### config.mk
export PLATFORM = sky130hd
export DESIGN_NAME = exe_stage
export DESIGN_NICKNAME = d
export VERILOG_FILES = /design/src/rtl/arm_pkg.sv /design/src/rtl/val2_gen.sv /design/src/rtl/exe_stage.sv
export SDC_FILE = /design/constraint.sdc
export NUM_CORES = 1
export LEC_CHECK = 0
export ABC_AREA = 0
export CORE_MARGIN = 1.5
export CORE_UTILIZATION = 40
export DETAILED_ROUTE_END_ITERATION = 10
export GPL_TIMING_DRIVEN = 0
export PLACE_DENSITY = 0.63
export SLEW_MARGIN = 20
export SYNTH_ARGS = -nofsm -noshare
export SYNTH_HDL_FRONTEND = slang
export SYNTH_SLANG_ARGS = --single-unit
### constraint.sdc
create_clock -name clk -period 5.4 [get_ports clk]
set_input_delay 1.08 -clock clk [delete_from_list [all_inputs] [get_ports clk]]
set_output_delay 1.08 -clock clk [all_outputs]
set_load 0.005 [all_outputs]
### src/rtl/arm_pkg.sv
// ============================================================================
// arm_pkg : shared ALU command codes, shift types and NZCV bit indices
// Rev 1.0
// ============================================================================
`default_nettype none

package arm_pkg;

  localparam logic [3:0] CMD_MOV = 4'b0001;
  localparam logic [3:0] CMD_MVN = 4'b1001;
  localparam logic [3:0] CMD_ADD = 4'b0010;
  localparam logic [3:0] CMD_ADC = 4'b0011;
  localparam logic [3:0] CMD_SUB = 4'b0100;
  localparam logic [3:0] CMD_SBC = 4'b0101;
  localparam logic [3:0] CMD_AND = 4'b0110;
  localparam logic [3:0] CMD_ORR = 4'b0111;
  localparam logic [3:0] CMD_EOR = 4'b1000;

  localparam logic [1:0] SH_LSL = 2'b00;
  localparam logic [1:0] SH_LSR = 2'b01;
  localparam logic [1:0] SH_ASR = 2'b10;
  localparam logic [1:0] SH_ROR = 2'b11;

  localparam int FLAG_N = 3;
  localparam int FLAG_Z = 2;
  localparam int FLAG_C = 1;
  localparam int FLAG_V = 0;

  function automatic logic [31:0] ror32(input logic [31:0] v, input logic [4:0] amt);
    logic [63:0] d;
    d = {v, v} >> amt;
    return d[31:0];
  endfunction

endpackage

`default_nettype wire

### src/rtl/val2_gen.sv
// ============================================================================
// val2_gen : second-operand generator (mem offset, rotated imm, shifted Rm)
// Rev 1.0
// ============================================================================
`default_nettype none

module val2_gen
  import arm_pkg::*;
#(
  parameter int DW = 32
) (
  input  logic          mem_op,
  input  logic          imm,
  input  logic [11:0]   shift_operand,
  input  logic [DW-1:0] val_rm,
  output logic [DW-1:0] val2
);

  logic [4:0] amt;
  assign amt = shift_operand[11:7];

  // A zero shift amount passes Rm through unchanged for every shift type.
  always_comb begin
    val2 = '0;
    if (mem_op) begin
      val2 = {{(DW-12){1'b0}}, shift_operand};
    end else if (imm) begin
      val2 = ror32({24'b0, shift_operand[7:0]}, {shift_operand[11:8], 1'b0});
    end else begin
      case (shift_operand[6:5])
        SH_LSL:  val2 = val_rm << amt;
        SH_LSR:  val2 = val_rm >> amt;
        SH_ASR:  val2 = $signed(val_rm) >>> amt;
        default: val2 = ror32(val_rm, amt);
      endcase
    end
  end

endmodule

`default_nettype wire

### src/rtl/exe_stage.sv
// ============================================================================
// exe_stage : ARM execute stage - ALU, NZCV register, branch adder, EXE/MEM reg
// Rev 1.0
// ============================================================================
`default_nettype none

module exe_stage
  import arm_pkg::*;
#(
  parameter int DW = 32,
  parameter int RW = 4
) (
  input  logic          clk,
  input  logic          rst,
  input  logic          freeze,
  input  logic          wb_en_in,
  input  logic          mem_r_en_in,
  input  logic          mem_w_en_in,
  input  logic          s_update,
  input  logic          branch,
  input  logic [3:0]    exe_cmd,
  input  logic [DW-1:0] val_rn,
  input  logic [DW-1:0] val_rm,
  input  logic [DW-1:0] pc,
  input  logic          imm,
  input  logic [11:0]   shift_operand,
  input  logic [23:0]   signed_imm24,
  input  logic [RW-1:0] dest_in,
  output logic          branch_taken,
  output logic [DW-1:0] branch_address,
  output logic [3:0]    status_reg,
  output logic          wb_en,
  output logic          mem_r_en,
  output logic          mem_w_en,
  output logic [DW-1:0] alu_res,
  output logic [DW-1:0] val_rm_out,
  output logic [RW-1:0] dest
);

  logic [DW-1:0] val2;
  logic [DW:0]   sum;
  logic [DW-1:0] res;
  logic          carry_in;
  logic          c_new;
  logic          v_new;
  logic [3:0]    nzcv;

  val2_gen #(.DW(DW)) u_val2_gen (
    .mem_op        (mem_r_en_in | mem_w_en_in),
    .imm           (imm),
    .shift_operand (shift_operand),
    .val_rm        (val_rm),
    .val2          (val2)
  );

  // Subtraction is Rn + ~Val2 + cin, so the carry-out is the ARM "not borrow".
  always_comb begin
    sum      = '0;
    res      = '0;
    carry_in = 1'b0;
    c_new    = status_reg[FLAG_C];
    v_new    = status_reg[FLAG_V];
    case (exe_cmd)
      CMD_MOV: res = val2;
      CMD_MVN: res = ~val2;
      CMD_ADD, CMD_ADC: begin
        carry_in = (exe_cmd == CMD_ADC) & status_reg[FLAG_C];
        sum      = {1'b0, val_rn} + {1'b0, val2} + {{DW{1'b0}}, carry_in};
        res      = sum[DW-1:0];
        c_new    = sum[DW];
        v_new    = (val_rn[DW-1] == val2[DW-1]) && (res[DW-1] != val_rn[DW-1]);
      end
      CMD_SUB, CMD_SBC: begin
        carry_in = (exe_cmd == CMD_SUB) | status_reg[FLAG_C];
        sum      = {1'b0, val_rn} + {1'b0, ~val2} + {{DW{1'b0}}, carry_in};
        res      = sum[DW-1:0];
        c_new    = sum[DW];
        v_new    = (val_rn[DW-1] != val2[DW-1]) && (res[DW-1] != val_rn[DW-1]);
      end
      CMD_AND: res = val_rn & val2;
      CMD_ORR: res = val_rn | val2;
      CMD_EOR: res = val_rn ^ val2;
      default: res = '0;
    endcase
    nzcv = {res[DW-1], (res == '0), c_new, v_new};
  end

  assign branch_taken   = branch;
  assign branch_address = pc + {{(DW-26){signed_imm24[23]}}, signed_imm24, 2'b00};

  always_ff @(posedge clk or negedge rst) begin
    if (!rst) begin
      status_reg <= '0;
    end else if (s_update && !freeze) begin
      status_reg <= nzcv;
    end
  end

  always_ff @(posedge clk or negedge rst) begin
    if (!rst) begin
      wb_en      <= 1'b0;
      mem_r_en   <= 1'b0;
      mem_w_en   <= 1'b0;
      alu_res    <= '0;
      val_rm_out <= '0;
      dest       <= '0;
    end else if (!freeze) begin
      wb_en      <= wb_en_in;
      mem_r_en   <= mem_r_en_in;
      mem_w_en   <= mem_w_en_in;
      alu_res    <= res;
      val_rm_out <= val_rm;
      dest       <= dest_in;
    end
  end

endmodule

`default_nettype wire

==> flow_summary.json <==
{
  "status": "finished with violations",
  "failed_checks": "setup timing",
  "worst_pin_slew_ns": 1.25,
  "worst_setup_hold_path_clk_slew_ns": 0.06,
  "ctsRootBufferMaster": "clkbuf_16",
  "start_util_pct": 40.7,
  "slew_headroom_pct": 16.1,
  "clkPwrFrac_pct": 18.3,
  "place.gp.congestion": 1.08,
  "fin_crit_ns": 6.72,
  "placed_cells": 2790,
  "cp-end-kind": "flop",
  "grt_overflow": 0,
  "drt-total-wl_mm": 95.9,
  "synth_fa_ha_area_share_pct": 10.5,
  "swShare_pct": 45.4,
  "grt_start_max_net_pins": 53,
  "syn_area_sq_mm": 0.0158,
  "leakagePower_nw": 9.07,
  "critPathLaunchType": "primary input",
  "switchingPower_mw": 1.89,
  "syn_nets": 2300,
  "final_area_sq_mm": 0.0224,
  "arrival_ns": 7.02,
  "rsz0062_at_grt": "true",
  "clock_sinks": 75,
  "wl_per_cell_um": 33.0,
  "ys_ff_latch": 75,
  "yosysWarningCount": 0,
  "gr-usage-met1_pct": 59.3,
  "p_int_mw": 2.27,
  "die_w_um": 202,
  "synth_cells": 2022,
  "busiest_layer": "met2",
  "dpl.hpwl_mm": 70.5,
  "fin_cells": 2910,
  "maxCapViolations": 0,
  "seq_area_frac_synth_pct": 11.9,
  "postPlaceCellArea_sq_mm": 0.0191,
  "synth_cell_types": 96,
  "cts_buffers": 9,
  "muxShareOfSynthArea_pct": 20.9,
  "synth_edf_count": 0,
  "cts_tree": "yes",
  "htree_levels": 3,
  "postLayoutSetupSlackWorst_ns": -1.32,
  "clk_latency_ns": 0.39,
  "async_flop_share_pct": 100,
  "finalMaxSlewViolations": 0,
  "path_max_fanout": 9,
  "detailedRoute.firstPassIterationCount": 7,
  "fp.dieH_um": 202,
  "grt_usage_pct": 45.3,
  "synth_top_family_by_area": "compound AO/OA/AOI/OAI gates",
  "power_mw": 4.16,
  "finalCritPeriodShare_pct": 124,
  "num_io_pins": 257,
  "port_buffers": 247,
  "combPwrFrac_pct": 64.8,
  "dr.first_iter.drc_count": 2929,
  "critPathRequiredTime_ns": 5.71,
  "final_nets": 2664,
  "synthXorXnorAreaFrac_pct": 2.44,
  "grt_pass1_vias": 19900,
  "rows": 72,
  "area_delta_synth_final_pct": 41.5,
  "antenna_found_initial": 2,
  "core_area_sq_mm": 0.0388,
  "critPathKind": "in2reg",
  "met2_usage_pct": 65.3,
  "synth_area_per_cell_sq_um": 7.82,
  "ys_dominant_reg_cell": "dfrtp_1",
  "seqPwrFrac_pct": 16.9,
  "cts_buffer_depth": 2,
  "powerDensity_mw_per_mm2": 186,
  "synth-compound-area-share_pct": 29.2,
  "grt_pass1_wl_mm": 136,
  "max_freq_mhz": 149,
  "reg.largest.list": "alu_res: 32 flops, val_rm_out: 32 flops",
  "use_met3_pct": 14.9,
  "hp-class": "reg2reg",
  "dr_total_vias": 20700,
  "skew_ns": 0.0203,
  "drc": 0,
  "drive_gt1_share_pct": 28.5,
  "setup_viol": 27,
  "hold_viol_final": 0,
  "ant_nets": 0,
  "vias_per_cell": 7.10,
  "die_area_sq_mm": 0.0407,
  "irDropWorstVdd_mv": 0.265,
  "yosys.area_share.simple_pct": 17.4
}
## worst paths after layout
path,startpoint,endpoint,slack (ns),depth (start not counted)
setup / recovery,val_rm[19],status_reg[2],-1.32,26
hold / removal,val_rm_out[30],val_rm_out[30],0.50,2
setup reg to reg,status_reg[1],status_reg[2],0.48,20
hold reg to reg,val_rm_out[30],val_rm_out[30],0.50,2
max in group asynchronous,rst,val_rm_out[10],4.18,2
min in group asynchronous,rst,alu_res[1],0.62,1
## layer usage
| layer | vias to the layer above | routed length [um] |
|---|---|---|
| met4 | 2 | 6920 |
| met1 | 9898 | 37300 |
| met2 | 1920 | 38400 |
| li1 | 8357 | - |
| met3 | 489 | 13200 |
| met5 | - | 17 |
## Yosys cell counts (all sizes together), types with 57 or more instances
library cell / n / area [sq um]
mux2: 92 / 1050
inv: 128 / 480
o21ai: 119 / 603
a21oi: 148 / 752
nand2: 157 / 589
dfrtp: 75 / 1880
nor2: 160 / 601
clkbuf: 95 / 357
buf: 61 / 385
ha: 124 / 1550
mux2i: 92 / 921
mux4: 57 / 1330
## critical path, stage by stage
cell and delay, ns:
clkdlybuf4s15_2 0.27, mux4_2 0.55, mux2_4 0.34, o22ai_2 0.16
o31a_1 0.17, o21ai_1 0.07, mux2_4 0.32, fa_2 0.42
fa_2 0.42, or2_4 0.28, a221oi_4 0.31, a2bb2oi_4 0.24
a221oi_4 0.11, buf_4 0.16, o211ai_1 0.17, buf_4 0.17
buf_6 0.11, a31oi_4 0.12, buf_6 0.19, o21bai_4 0.19
a2111oi_2 0.10, nor2_1 0.19, xnor2_1 0.09, a221o_1 0.33
nor4_2 0.26, a32o_1 0.20
## layout make-up
| class | count | area (sq um) |
|---|---|---|
| clock inverter | 7 | 125 |
| sequential | 75 | 1880 |
| buffer | 140 | 1140 |
| inverter | 130 | 507 |
| multi-input combinational | 1661 | 14400 |
| antenna | 1 | 2.50 |
| timing repair buffer | 369 | 3440 |
| fill | 3375 | 16500 |
| clock buffer | 9 | 225 |
| tap | 518 | 648 |
## stage by stage
stage	setup TNS (ns)	hold WS, ns	worst slack, ns	util [%]
after floorplan	-3.87	0.476	-0.688	-
after global placement	-90.54	0.474	-3.66	49.0
after detailed placement	-86.86	0.487	-3.53	49.2
after CTS	-10.98	0.501	-1.12	55.7
after global routing	-17.01	0.516	-1.46	57.6
final	-14.75	0.496	-1.32	57.6
## power by group through the flow
stage          sequential [mW]  combinational, mW  clock (mW)
2_1_floorplan            0.703               1.17           0
3_3_place_gp             0.704               2.13           0
3_5_place_dp             0.708               2.15           0
4_1_cts                  0.700               2.43       0.754
5_1_grt                  0.710               2.78       0.776
6_report                 0.703               2.69       0.759
## what timing repair did
action                     in CTS  in global routing
gates cloned                    1                  0
hold buffers                    0                  0
pin swaps                      82                 69
setup endpoints to repair      50                 43
gates resized for setup       521                158
buffers inserted               95                 25
## cell families (layout without fill, tap and decap cells)
logic type | count (synthesis) | in the layout
buf+inv | 286 | 655
compound gates | 671 | 671
flops | 75 | 75
mux | 241 | 241
xor+xnor | 44 | 44
fa+ha+maj | 129 | 129
other cells | 0 | 1
simple gates | 576 | 576
## layout by cell type, fill, tap and decap left out, types with 18 or more instances in the layout
cell type        instances
a211oi_1                24
a21o_1                  36
a21oi_1                124
a21oi_2                 18
a31oi_1                 25
buf_2                   21
buf_4                  129
buf_6                   25
clkbuf_1                37
clkdlybuf4s50_1        194
dfrtp_1                 75
ha_1                   103
inv_1                  116
mux2_2                  73
mux2i_1                 70
mux4_2                  50
nand2_1                150
nand2b_1                23
nand3_1                 50
nand4_1                 19
nor2_1                 145
nor3_1                  33
o211ai_1                30
o21a_1                  19
o21ai_0                 85
o22ai_1                 20
xnor2_1                 30
Power figures use the tool's default switching activity.
